File: src/rtl/hazard_detection_unit_pkg.sv
// -----------------------------------------------------------------------------
// hazard_detection_unit_pkg
//   Shared pipeline definitions used by the hazard detection unit and the
//   forwarding logic: hazard FSM state encoding, MIPS opcode constants and
//   the R-type funct value that launches a multi-cycle multiply/divide.
// -----------------------------------------------------------------------------
package hazard_detection_unit_pkg;

    typedef enum logic [1:0] {
        RUN      = 2'd0,
        MUL_BUSY = 2'd1,
        FLUSH    = 2'd2
    } hdu_state_e;

    localparam logic [5:0] OP_RTYPE     = 6'b000000;
    localparam logic [5:0] OP_LW        = 6'b100011;
    localparam logic [5:0] OP_SW        = 6'b101011;
    localparam logic [5:0] FUNCT_MULDIV = 6'b011000;

    // Instructions whose rt field is a source operand (R-type ALU ops and
    // stores); for everything else rt is a destination and cannot hazard.
    function automatic logic rt_is_source(input logic [5:0] opcode);
        return (opcode == OP_RTYPE) || (opcode == OP_SW);
    endfunction

    // Multi-cycle op detection; funct[1:0] selects mult/multu/div/divu and
    // is deliberately not compared.
    function automatic logic is_muldiv(input logic [5:0] opcode,
                                       input logic [3:0] funct_hi,
                                       input logic [3:0] mask_hi);
        return (opcode == OP_RTYPE) && (funct_hi == mask_hi);
    endfunction

endpackage

File: src/rtl/hazard_stats_counter.sv
// -----------------------------------------------------------------------------
// hazard_stats_counter
//   Saturating event counter used for the optional pipeline statistics.
//   Ports:
//     clk     - rising-edge clock
//     rst_n_i - asynchronous active-low reset, clears the count
//     inc     - count this cycle
//     count   - current count, sticks at all-ones
// -----------------------------------------------------------------------------
module hazard_stats_counter #(
    parameter int CNT_W = 32
) (
    input  logic             clk,
    input  logic             rst_n_i,
    input  logic             inc,
    output logic [CNT_W-1:0] count
);

    always_ff @(posedge clk or negedge rst_n_i) begin
        if (!rst_n_i) begin
            count <= '0;
        end else if (inc && (count != '1)) begin
            count <= count + CNT_W'(1);
        end
    end

endmodule

File: src/rtl/hazard_detection_unit.sv
// -----------------------------------------------------------------------------
// hazard_detection_unit
//   Decode-stage hazard control for a 5-stage MIPS pipeline. Detects load-use
//   hazards (one bubble), holds the front end while a multi-cycle mul/div
//   occupies EX, and flushes IF/ID on a taken branch (which also aborts any
//   running mul/div).
//
//   Parameters:
//     MUL_LAT           - total EX occupancy of a mul/div in cycles (2..15)
//     MULDIV_FUNCT_MASK - R-type funct launching a mul/div, funct[1:0] ignored
//   Ports:
//     clk             - rising-edge clock
//     rst_n_i         - asynchronous active-low reset
//     instruction     - instruction in IF/ID
//     ID_EX_MemRead_r - instruction in EX is a load
//     ID_EX_rt_r      - destination register of that load
//     branch_taken_i  - EX resolved a taken branch/jump this cycle
//     pc_write_o      - PC enable
//     IF_ID_write_o   - IF/ID enable
//     ID_EX_bubble_o  - zero ID/EX control signals
//     IF_ID_flush_o   - clear IF/ID
//     busy_o          - a multi-cycle op occupies EX
//     stall_cnt_o     - (HAZARD_STATS_EN) cycles with pc_write_o = 0
//     flush_cnt_o     - (HAZARD_STATS_EN) cycles with IF_ID_flush_o = 1
//
//   Build option: define HAZARD_STATS_EN to add the saturating statistics
//   counters and their output ports.
// -----------------------------------------------------------------------------
module hazard_detection_unit
    import hazard_detection_unit_pkg::*;
#(
    parameter int unsigned MUL_LAT           = 4,
    parameter logic [5:0]  MULDIV_FUNCT_MASK = FUNCT_MULDIV
) (
    input  logic        clk,
    input  logic        rst_n_i,
    input  logic [31:0] instruction,
    input  logic        ID_EX_MemRead_r,
    input  logic [4:0]  ID_EX_rt_r,
    input  logic        branch_taken_i,
    output logic        pc_write_o,
    output logic        IF_ID_write_o,
    output logic        ID_EX_bubble_o,
    output logic        IF_ID_flush_o,
    output logic        busy_o
`ifdef HAZARD_STATS_EN
    ,
    output logic [31:0] stall_cnt_o,
    output logic [31:0] flush_cnt_o
`endif
);

    // The issuing cycle counts towards MUL_LAT, so the hold lasts one less.
    localparam logic [3:0] MUL_START = 4'(MUL_LAT - 1);

    hdu_state_e state;
    logic [3:0] mul_cnt;

    logic [5:0] opcode;
    logic [4:0] rs;
    logic [4:0] rt;
    logic       load_use;
    logic       muldiv_start;
    logic       unused_instr_bits;

    assign opcode            = instruction[31:26];
    assign rs                = instruction[25:21];
    assign rt                = instruction[20:16];
    assign unused_instr_bits = ^{instruction[15:6], instruction[1:0]};

    // $0 is never a real dependency, so a load to $0 cannot stall.
    assign load_use = ID_EX_MemRead_r && (ID_EX_rt_r != 5'd0) &&
                      ((ID_EX_rt_r == rs) ||
                       (rt_is_source(opcode) && (ID_EX_rt_r == rt)));

    assign muldiv_start = is_muldiv(opcode, instruction[5:2],
                                    MULDIV_FUNCT_MASK[5:2]);

    always_ff @(posedge clk or negedge rst_n_i) begin
        if (!rst_n_i) begin
            state   <= RUN;
            mul_cnt <= '0;
        end else if (branch_taken_i) begin
            // A taken branch wins everywhere and kills any running mul/div.
            state   <= FLUSH;
            mul_cnt <= '0;
        end else begin
            unique case (state)
                RUN: begin
                    if (!load_use && muldiv_start) begin
                        state   <= MUL_BUSY;
                        mul_cnt <= MUL_START;
                    end
                end
                MUL_BUSY: begin
                    mul_cnt <= mul_cnt - 4'd1;
                    if (mul_cnt == 4'd1) begin
                        state <= RUN;
                    end
                end
                FLUSH: begin
                    state <= RUN;
                end
                default: begin
                    state   <= RUN;
                    mul_cnt <= '0;
                end
            endcase
        end
    end

    // Outputs depend on the current decode instruction, so they are
    // combinational: a load-use stall must take effect in the same cycle.
    always_comb begin
        pc_write_o     = 1'b1;
        IF_ID_write_o  = 1'b1;
        ID_EX_bubble_o = 1'b0;
        IF_ID_flush_o  = 1'b0;
        busy_o         = (state == MUL_BUSY);

        if (branch_taken_i) begin
            IF_ID_flush_o  = 1'b1;
            ID_EX_bubble_o = 1'b1;
        end else begin
            unique case (state)
                MUL_BUSY: begin
                    pc_write_o     = 1'b0;
                    IF_ID_write_o  = 1'b0;
                    ID_EX_bubble_o = 1'b1;
                end
                FLUSH: begin
                    IF_ID_flush_o = 1'b1;
                end
                default: begin
                    if (load_use) begin
                        pc_write_o     = 1'b0;
                        IF_ID_write_o  = 1'b0;
                        ID_EX_bubble_o = 1'b1;
                    end
                end
            endcase
        end
    end

`ifdef HAZARD_STATS_EN
    hazard_stats_counter #(.CNT_W(32)) u_stall_cnt (
        .clk     (clk),
        .rst_n_i (rst_n_i),
        .inc     (~pc_write_o),
        .count   (stall_cnt_o)
    );

    hazard_stats_counter #(.CNT_W(32)) u_flush_cnt (
        .clk     (clk),
        .rst_n_i (rst_n_i),
        .inc     (IF_ID_flush_o),
        .count   (flush_cnt_o)
    );
`endif

endmodule

File: config.mk
export PLATFORM = sky130hd
export DESIGN_NAME = hazard_detection_unit
export DESIGN_NICKNAME = d
export VERILOG_FILES = /design/src/rtl/hazard_detection_unit_pkg.sv /design/src/rtl/hazard_stats_counter.sv /design/src/rtl/hazard_detection_unit.sv
export SDC_FILE = /design/constraint.sdc
export NUM_CORES = 1
export LEC_CHECK = 0
export ABC_AREA = 1
export BUFFER_PORTS_ARGS = -buffer_cell sky130_fd_sc_hd__clkbuf_2
export CAP_MARGIN = 10
export CORE_UTILIZATION = 41
export CTS_CLUSTER_DIAMETER = 50
export DETAILED_ROUTE_END_ITERATION = 6
export GPL_TIMING_DRIVEN = 0
export PLACE_DENSITY = 0.78
export SLEW_MARGIN = 10
export SYNTH_ARGS = -nofsm -noshare
export SYNTH_HDL_FRONTEND = slang
export SYNTH_HIERARCHICAL = 1
export SYNTH_SLANG_ARGS = --single-unit
File: constraint.sdc
create_clock -name clk -period 1.31 [get_ports clk]
set_input_delay 0.1965 -clock clk [delete_from_list [all_inputs] [get_ports clk]]
set_output_delay 0.1965 -clock clk [all_outputs]
set_load 0.02 [all_outputs]
==> results of run 1 <==
## layout make-up
| class | count | area [µm²] |
|---|---|---|
| inverters | 23 | 88.8 |
| plain buffers | 1 | 11.3 |
| well taps | 16 | 20.0 |
| clock buffers | 3 | 22.5 |
| repair buffers | 37 | 234 |
| flip-flops and latches | 6 | 150 |
| fillers | 135 | 505 |
| multi-input cells | 91 | 527 |
## sequential cells by signal, summed over array words and instances, names as in the netlist
register  count
state         2
mul_cnt       4
## logic make-up after synthesis
family	after synthesis
adder cells (fa/ha/maj)	5
buffers and inverters	24
XOR/XNOR	5
AO/OA/AOI/OAI	7
flip-flops	6
AND/OR/NAND/NOR	74
## cell usage after synthesis
library cell / count / area [µm²]
sky130_fd_sc_hd__xor2_1: 2 / 17.5
sky130_fd_sc_hd__nand2_4: 2 / 22.5
sky130_fd_sc_hd__dfrtp_1: 6 / 150
sky130_fd_sc_hd__nor3b_1: 1 / 7.51
sky130_fd_sc_hd__nand2_2: 3 / 18.8
sky130_fd_sc_hd__nand4_1: 1 / 6.26
sky130_fd_sc_hd__xnor2_1: 3 / 26.3
sky130_fd_sc_hd__o21bai_1: 1 / 7.51
sky130_fd_sc_hd__nand3_1: 8 / 40.0
sky130_fd_sc_hd__inv_2: 1 / 3.75
sky130_fd_sc_hd__ha_1: 5 / 62.6
sky130_fd_sc_hd__inv_1: 22 / 82.6
sky130_fd_sc_hd__a21oi_1: 1 / 5.00
sky130_fd_sc_hd__nor2_1: 12 / 45.0
sky130_fd_sc_hd__nor3_1: 1 / 5.00
sky130_fd_sc_hd__nand2_1: 45 / 169
sky130_fd_sc_hd__or2_2: 1 / 6.26
sky130_fd_sc_hd__buf_4: 1 / 7.51
sky130_fd_sc_hd__a31oi_1: 1 / 6.26
sky130_fd_sc_hd__o21ai_0: 4 / 20.0
## routing by layer
layer  share of wire, %  track usage, %  up-vias
met1                 38            17.1      377
li1                   -               -      444
met5                  0               0        -
met4                2.1            6.88        0
met3                5.2           0.833        4
met2                 54            38.8       27
## cell usage in the layout (no fill, tap or decap), types with 2 or more instances in the layout
| master | instances |
|---|---|
| sky130_fd_sc_hd__inv_2 | 3 |
| sky130_fd_sc_hd__buf_4 | 3 |
| sky130_fd_sc_hd__o21ai_0 | 3 |
| sky130_fd_sc_hd__dfrtp_1 | 6 |
| sky130_fd_sc_hd__nor2_1 | 12 |
| sky130_fd_sc_hd__nand2_1 | 42 |
| sky130_fd_sc_hd__clkbuf_4 | 4 |
| sky130_fd_sc_hd__inv_1 | 19 |
| sky130_fd_sc_hd__nand2_2 | 5 |
| sky130_fd_sc_hd__xor2_1 | 2 |
| sky130_fd_sc_hd__clkbuf_2 | 28 |
| sky130_fd_sc_hd__ha_1 | 2 |
| sky130_fd_sc_hd__ha_4 | 2 |
| sky130_fd_sc_hd__nand2_4 | 3 |
| sky130_fd_sc_hd__nand3_1 | 8 |
| sky130_fd_sc_hd__buf_6 | 4 |
| sky130_fd_sc_hd__xnor2_1 | 3 |
## worst max path at each step
stage                                    start        endpoint
after floorplan           state[1]$_DFFE_PN0P_      pc_write_o
after global routing      state[0]$_DFFE_PN0P_  ID_EX_bubble_o
after global placement           ID_EX_rt_r[0]      pc_write_o
final                     state[0]$_DFFE_PN0P_  ID_EX_bubble_o
after detailed placement         ID_EX_rt_r[0]  ID_EX_bubble_o
after CTS                 state[1]$_DFFE_PN0P_  ID_EX_bubble_o
## power by group through the flow
stage | clock, µW | sequential [µW] | combinational, µW
floorplan | 0 | 218 | 203
global placement | 0 | 221 | 291
detailed placement | 0 | 223 | 306
CTS | 162 | 219 | 343
global route | 169 | 222 | 449
finish | 155 | 220 | 411
## metrics by stage
step                      area, µm²  power (µW)  hold WS, ns  setup slack (ns)
after floorplan                 719         421      -0.0991            0.0118
after global placement          905         512       0.0224           -0.0845
after detailed placement        905         528       0.0259            -0.128
after CTS                       978         724        0.269            -0.268
after global routing           1050         840        0.339            -0.335
final                          1050         786        0.321            -0.283
## repair_timing
| item | 4_1_cts | 5_1_grt |
|---|---|---|
| pin swaps | 1 | 6 |
| resized for setup | 8 | 18 |
| endpoints found under the hold margin | 6 | 0 |
| hold buffers | 1 | 0 |
| endpoints found under the setup margin | 4 | 10 |
| buffers inserted | 2 | 1 |
==> out/summary.md, run 1 <==
The flow ran to the end, but the final reports show violations. The final reports fail on design-rule violations, negative setup slack. The clock reaches the later pin of the worst-skew pair after 0.23 ns.

The master cell of the clock root buffer is sky130_fd_sc_hd__clkbuf_4. The xor and xnor area share after synthesis is 6.17%, and the total overflow reported by the global router is 0. In the final routed layout, each cell accounts on average for 10.3 µm. 46 I/O pins were placed. For the final database, setup skew stands at 0.000776 ns.

The first global-routing pass estimated 2.70 mm of wire. The startpoint identified for the worst register-to-register timing path is state[1]$_DFFE_PN0P_. The logs give 0 for the number of antenna diodes and 0 for the final number of hold-violating endpoints.

The simple logic cell fraction of the synthesized area is 45.1%, and the area share of fa/ha/maj cells after synthesis is 8.82%. Critical path class: reg -> out. Maximum number of pins on one net before global-route repair: 8. During synthesis, Yosys emitted a total of 6 warnings. Summing over every cut layer, the via total after detailed routing is 852.

Multiplexer cells account for 0% of the synthesized area. The first detailed-routing pass took 7 iterations. The share of total power dissipated in the clock network is 19.7%. On the worst path, the slowest cell contributes a delay of 0.38 ns. After detailed routing, the number of remaining DRC violations is 4. Traced cell by cell, the critical path runs through inv_2 -> ha_4 -> inv_4 -> nand2_2 -> o21ai_2 -> nand2_1 -> buf_6. The tools report the H-tree level count as 1. The worst setup path is captured at an output port. The area growth from synthesis to layout is 48.5%. The final-report setup violation count came out at 5. The initialized floorplan defines 14 standard-cell rows. Internal power comes to 501 µW.

The run gives 170 as the number of cells in the design after placement. TritonCTS built the clock tree. For the reported leakage power, the log shows 0.000635 µW. The fraction of power spent switching nets was 36.2%; the effective utilization at floorplan was 45.5%. Die span in y: 43.6 µm. The dominant combinational cell family by area after synthesis is simple AND/OR/NAND/NOR gates. The logs give 0 for the post-route antenna net violation count and 0.610 mV for the maximum vdd drop.

The run gives 3 as the number of CTS-inserted buffers. The net count after synthesis came out at 167. The logs give 0 for the number of pins with negative max-slew slack in the final report and 18.1% for the global-route usage over all layers. For this design the total switching power over the nets is 284 µW. Of the cells placed in the final design, the portion with a size suffix greater than 1 is 36.6%.

The logs give 0 for the initial antenna violation count and 15 for the detailed router's first-iteration violation count. The kind of cell adding the most delay to the critical path is flip-flops. For the worst setup path, the data arrival time is 1.40 ns. The placer congestion estimate was 0.770; the smallest setup slack after layout was -0.283 ns. Clock input transition at the sequential cells of the worst setup and hold paths: 0.04 ns. Measured on the finished design, the core utilization comes to 67.6%. The per-instance average area after synthesis is 5.86 µm², and the largest driver fanout on the critical path is 2. The sort of element at the start of the critical path was a register.

The share of total power dissipated in combinational logic is 52.3%. Measured against its own limit, the worst slew margin works out to 85.3%. The type of the tightest min-delay check was in -> async.

The x dimension of the die is 43.6 µm. The mean number of vias per cell was 4.81; the number of global-route vias before repair was 765. Setup repair after global routing could not meet its margin everywhere. Detailed placement ended at an HPWL of 1.40 mm.

The mapped cell area is 709 µm². The routed design has 1.83 mm of wire. The tools report the cell count after synthesis as 121. The clock passes through at most 2 buffers. In this run, synthesis produced a sequential element count of 6.

The top achievable clock speed is 628 MHz, and the sum of negative setup slack is -0.989 ns. The area of the die is 1900 µm², and the worst reg2reg path depth is 6. The slowest stage cell on the critical path was sky130_fd_sc_hd__dfrtp_1. For the worst setup path, the data required time is 1.11 ns. The final layout contains 209 nets.

The final clock period utilization by the worst path works out to 122%. Synthesis instantiated 20 different standard cells from the library. The count of cell instances traversed by the critical path was 7. The worst path needs 1.59 ns of the cycle, external delays included. Summing the areas of all compound-gate instances in the mapped netlist gives 5.47% of the synthesized area.

For the pin with the worst max-slew slack, the measured transition is 0.219 ns. The worst register-to-register path ends at state[0]$_DFFE_PN0P_. Across the run, the number of max-cap violations was 0. For this run, the register share of the synthesized area comes to 21.2%.

Per report_power, the sequential group accounts for 28.0% of the total. The power density of the placed cells is 746 nW/µm², and the area of the core is 1560 µm². The clock net sink count is 6.

The worst setup slack for register-to-register paths came out at 0.04 ns. The count of buffers inserted at the top-level ports was 33; the filler-free cell count of the finished design was 177. The combined buffer and inverter count along the critical path is 3.
Note: power is estimated with default switching activity, not from simulation.
==> run 2: changes to the inputs <==
--- a/config.mk
+++ b/config.mk
@@ -8,11 +8,14 @@
 export ABC_AREA = 1
 export BUFFER_PORTS_ARGS = -buffer_cell sky130_fd_sc_hd__clkbuf_2
 export CAP_MARGIN = 10
-export CORE_UTILIZATION = 41
+export CELL_PAD_IN_SITES_DETAIL_PLACEMENT = 0
+export CELL_PAD_IN_SITES_GLOBAL_PLACEMENT = 2
+export CORE_ASPECT_RATIO = 1.4
+export CORE_UTILIZATION = 19
 export CTS_CLUSTER_DIAMETER = 50
 export DETAILED_ROUTE_END_ITERATION = 6
 export GPL_TIMING_DRIVEN = 0
-export PLACE_DENSITY = 0.78
+export PLACE_DENSITY_LB_ADDON = 0.1
 export SLEW_MARGIN = 10
 export SYNTH_ARGS = -nofsm -noshare
 export SYNTH_HDL_FRONTEND = slang
==> run 2 against run 1 <==
  * The flow finishes with violations (negative setup slack)
  * Routed wire length decreased by 0.11%
  * Die area increased by 110%
  * Clock power increased by 74%
  * Cell count grew 12%
  * Critical path depth down 1
  * Clock skew is essentially flat
  * Hold slack worse by 0.022 ns
  * Sequential share of layout area barely moved
  * Setup slack gained 0.051 ns
  * Global-route usage shrank 8.1 points
  * Sequential power hardly changed
  * First-iteration DRC count unchanged
  * Highest routed layer unchanged
==> out/summary.md, run 2 (same netlist as run 1, synthesis figures left out) <==
Number of flip-flops under the largest register name: 4 (unchanged). The proportion of layout cells with a drive suffix above 1 is 34.6% (-2.1 points). The endpoint class of the critical path was an output port. The average routed wire per standard cell is 9.18 µm (-11%). The largest registers in the layout are mul_cnt (4), state (2). The max-slew headroom at the worst pin was 79.9% (-5.4 points); the reported leakage power was 0.000622 µW (-2.0%). Counting instances, the worst hold path has a depth of 3.

For the number of global-route vias before repair, the log shows 752 (-1.7%). The detailed router's first-iteration violation count is 15 (unchanged). The area of the core was 3470 µm² (+120%); the area of the die was 3990 µm² (+110%). The run gives 0 (unchanged) as the initial antenna violation count.

The x dimension of the die is 53.6 µm (+23%). The smallest setup slack after layout is -0.233 ns (+0.0506 ns). Type of the tightest min-delay check: in -> reg.

The final clock period utilization by the worst path was 118% (-3.9 points). The worst setup slack for register-to-register paths came out at 0 ns (-0.04 ns). The flow ran to the end, but the final reports show violations. The number of pins with negative max-slew slack in the final report was 0 (unchanged).

The buffer depth of the longest clock path came out at 2 (unchanged). The core utilization of the finished layout was 30.3% (-37 points). Number of antenna diodes: 0 (unchanged). Most common cell after layout, fill and taps aside: sky130_fd_sc_hd__nand2_1. The worst setup path is of the reg -> out kind. The total power is 843 µW (+7.4%), and the effective utilization at floorplan is 20.4% (-25 points). The run gives 199 (+12%) as the filler-free cell count of the finished design. Transition at the pin with the smallest max-transition slack: 0.299 ns (+0.0802 ns). The tools report the startpoint of the lowest-slack register-to-register path as state[0]$_DFFE_PN0P_. Total I/O pin count: 46 (unchanged). Setup repair after global routing could not meet its margin everywhere.

The worst clock skew is 0.00113 ns (+0.000357 ns), and the die span in y is 74.3 µm (+70%). The top achievable clock speed is 648 MHz (+3.3%). The root buffer cell chosen for the clock tree is sky130_fd_sc_hd__clkbuf_8. For the data arrival time of the worst path, the log shows 1.35 ns (-0.05 ns).

The run gives 10.0% (-8.1 points) as the global-route usage over all layers. The worst register-to-register path ends at state[1]$_DFFE_PN0P_. The path with the worst hold slack has its endpoint at state[1]$_DFFE_PN0P_. The total overflow reported by the global router was 0 (unchanged); the site row count was 25 (+11).

The final number of hold-violating endpoints is 0 (unchanged). The number of cells in the design after placement is 194 (+14%), and the largest driver fanout on the critical path is 3 (+1). The required time at the worst-slack endpoint was 1.11 ns (about the same); the insertion delay to the later sink of the worst-skew pair was 0.22 ns (about the same). The final net count is 207 (-0.96%), and the clock net sink count is 6 (unchanged). TritonCTS built the clock tree. Wire length of the first global-routing pass: 2.90 mm (+7.2%). For the post-detailed-placement half-perimeter wirelength, the log shows 1.60 mm (+14%). The mean number of vias per cell came out at 3.99 (-17%). Via total after detailed routing: 794 (-6.8%). Register name with the most flops: mul_cnt. The number of CTS-inserted buffers came out at 3 (unchanged).

In the layout the commonest cells are sky130_fd_sc_hd__nand2_1, sky130_fd_sc_hd__clkbuf_2, sky130_fd_sc_hd__inv_1. The count of buffers inserted at the top-level ports is 33 (unchanged), and the DRC violation count after routing is 0 (-4). The checks that failed: negative setup slack.

For the placer congestion estimate, the log shows 0.689 (-10%). The worst reg2reg path depth is 7 (+1), and the sum of negative setup slack is -0.785 ns (+0.205 ns). The power density of the placed cells came out at 802 nW/µm² (+7.6%). The worst hold path begins at branch_taken_i. The maximum number of pins on one net before global-route repair is 8 (unchanged), and the clock input transition at the sequential cells of the worst setup and hold paths is 0.03 ns (about the same). Post-layout minimum cycle time: 1.54 ns (-0.0506 ns). The run gives 0 (unchanged) as the post-route antenna net violation count. Relative to the synthesized area, the layout overhead comes to 48.1%. The logs give 3 (-4) for the iteration count of the initial detailed-routing pass and 1.83 mm (-0.11%) for the total wire length. The run gives 1 (unchanged) as the H-tree level count.

The final-report setup violation count is 5 (unchanged). Sort of element at the start of the critical path: a register. The maximum vdd drop was 0.524 mV (-14%). The max-capacitance violation count was 0 (unchanged).
-- run 2: cell types whose count changed in the layout (fill, tap and decap cells not counted), sizes merged --
cell    before  now
clkbuf      32   33
buf          8    5
-- run 2: how the worst max path moves through the flow --
stage,start,to,cells after the start
4_1_cts,state[1]$_DFFE_PN0P_,pc_write_o,6
5_1_grt,state[0]$_DFFE_PN0P_,pc_write_o,6
2_1_floorplan,state[1]$_DFFE_PN0P_,pc_write_o,6
3_3_place_gp,ID_EX_rt_r[0],pc_write_o,13
3_5_place_dp,ID_EX_rt_r[0],pc_write_o,13
6_report,state[1]$_DFFE_PN0P_,pc_write_o,6
-- run 2: final cells by class --
class / instances / area, µm²
fillers: 408 / 2420
multi-input cells: 91 / 508
repair buffers: 35 / 204
flip-flops and latches: 6 / 150
inverters: 23 / 86.3
well taps: 40 / 50.0
clock buffers: 3 / 41.3
plain buffers: 1 / 11.3
-- run 2: what timing repair did --
action                                  CTS  global route
gates resized for setup                  12             6
gates cloned                              0             0
endpoints found under the setup margin    4             8
pin swaps                                 2             3
setup buffers                             1             0
endpoints found under the hold margin     6             0
hold buffers                              1             0
-- run 2: critical path: stages (launching register included) --
cell	delay, ns
sky130_fd_sc_hd__dfrtp_1	0.39
sky130_fd_sc_hd__inv_2	0.09
sky130_fd_sc_hd__ha_4	0.20
sky130_fd_sc_hd__a21oi_2	0.14
sky130_fd_sc_hd__nand2_2	0.07
sky130_fd_sc_hd__buf_6	0.11
sky130_fd_sc_hd__buf_8	0.12
-- run 2: through the flow --
stage                     hold slack [ns]  instance area [µm²]  setup WS, ns
after floorplan                   -0.0991                  719        0.0118
after global placement             0.0272                  935        -0.132
after detailed placement           0.0285                  935        -0.142
after CTS                           0.286                 1030        -0.244
after global routing                0.326                 1050        -0.292
final                               0.298                 1050        -0.233
-- run 2: power by group --
group          total (µW)  switching (µW)  internal (µW)
Combinational         353             190            163
Clock                 270            73.7            197
Sequential            220            15.3            205
Total                 843             279            564
-- run 2: metal layers --
metal	vias up	global-route usage, %	wire [µm]
li1	441	-	-
met1	328	8.87	692
met2	23	20.4	1020
met3	2	1.43	94
met4	0	5.26	17
met5	-	0	0
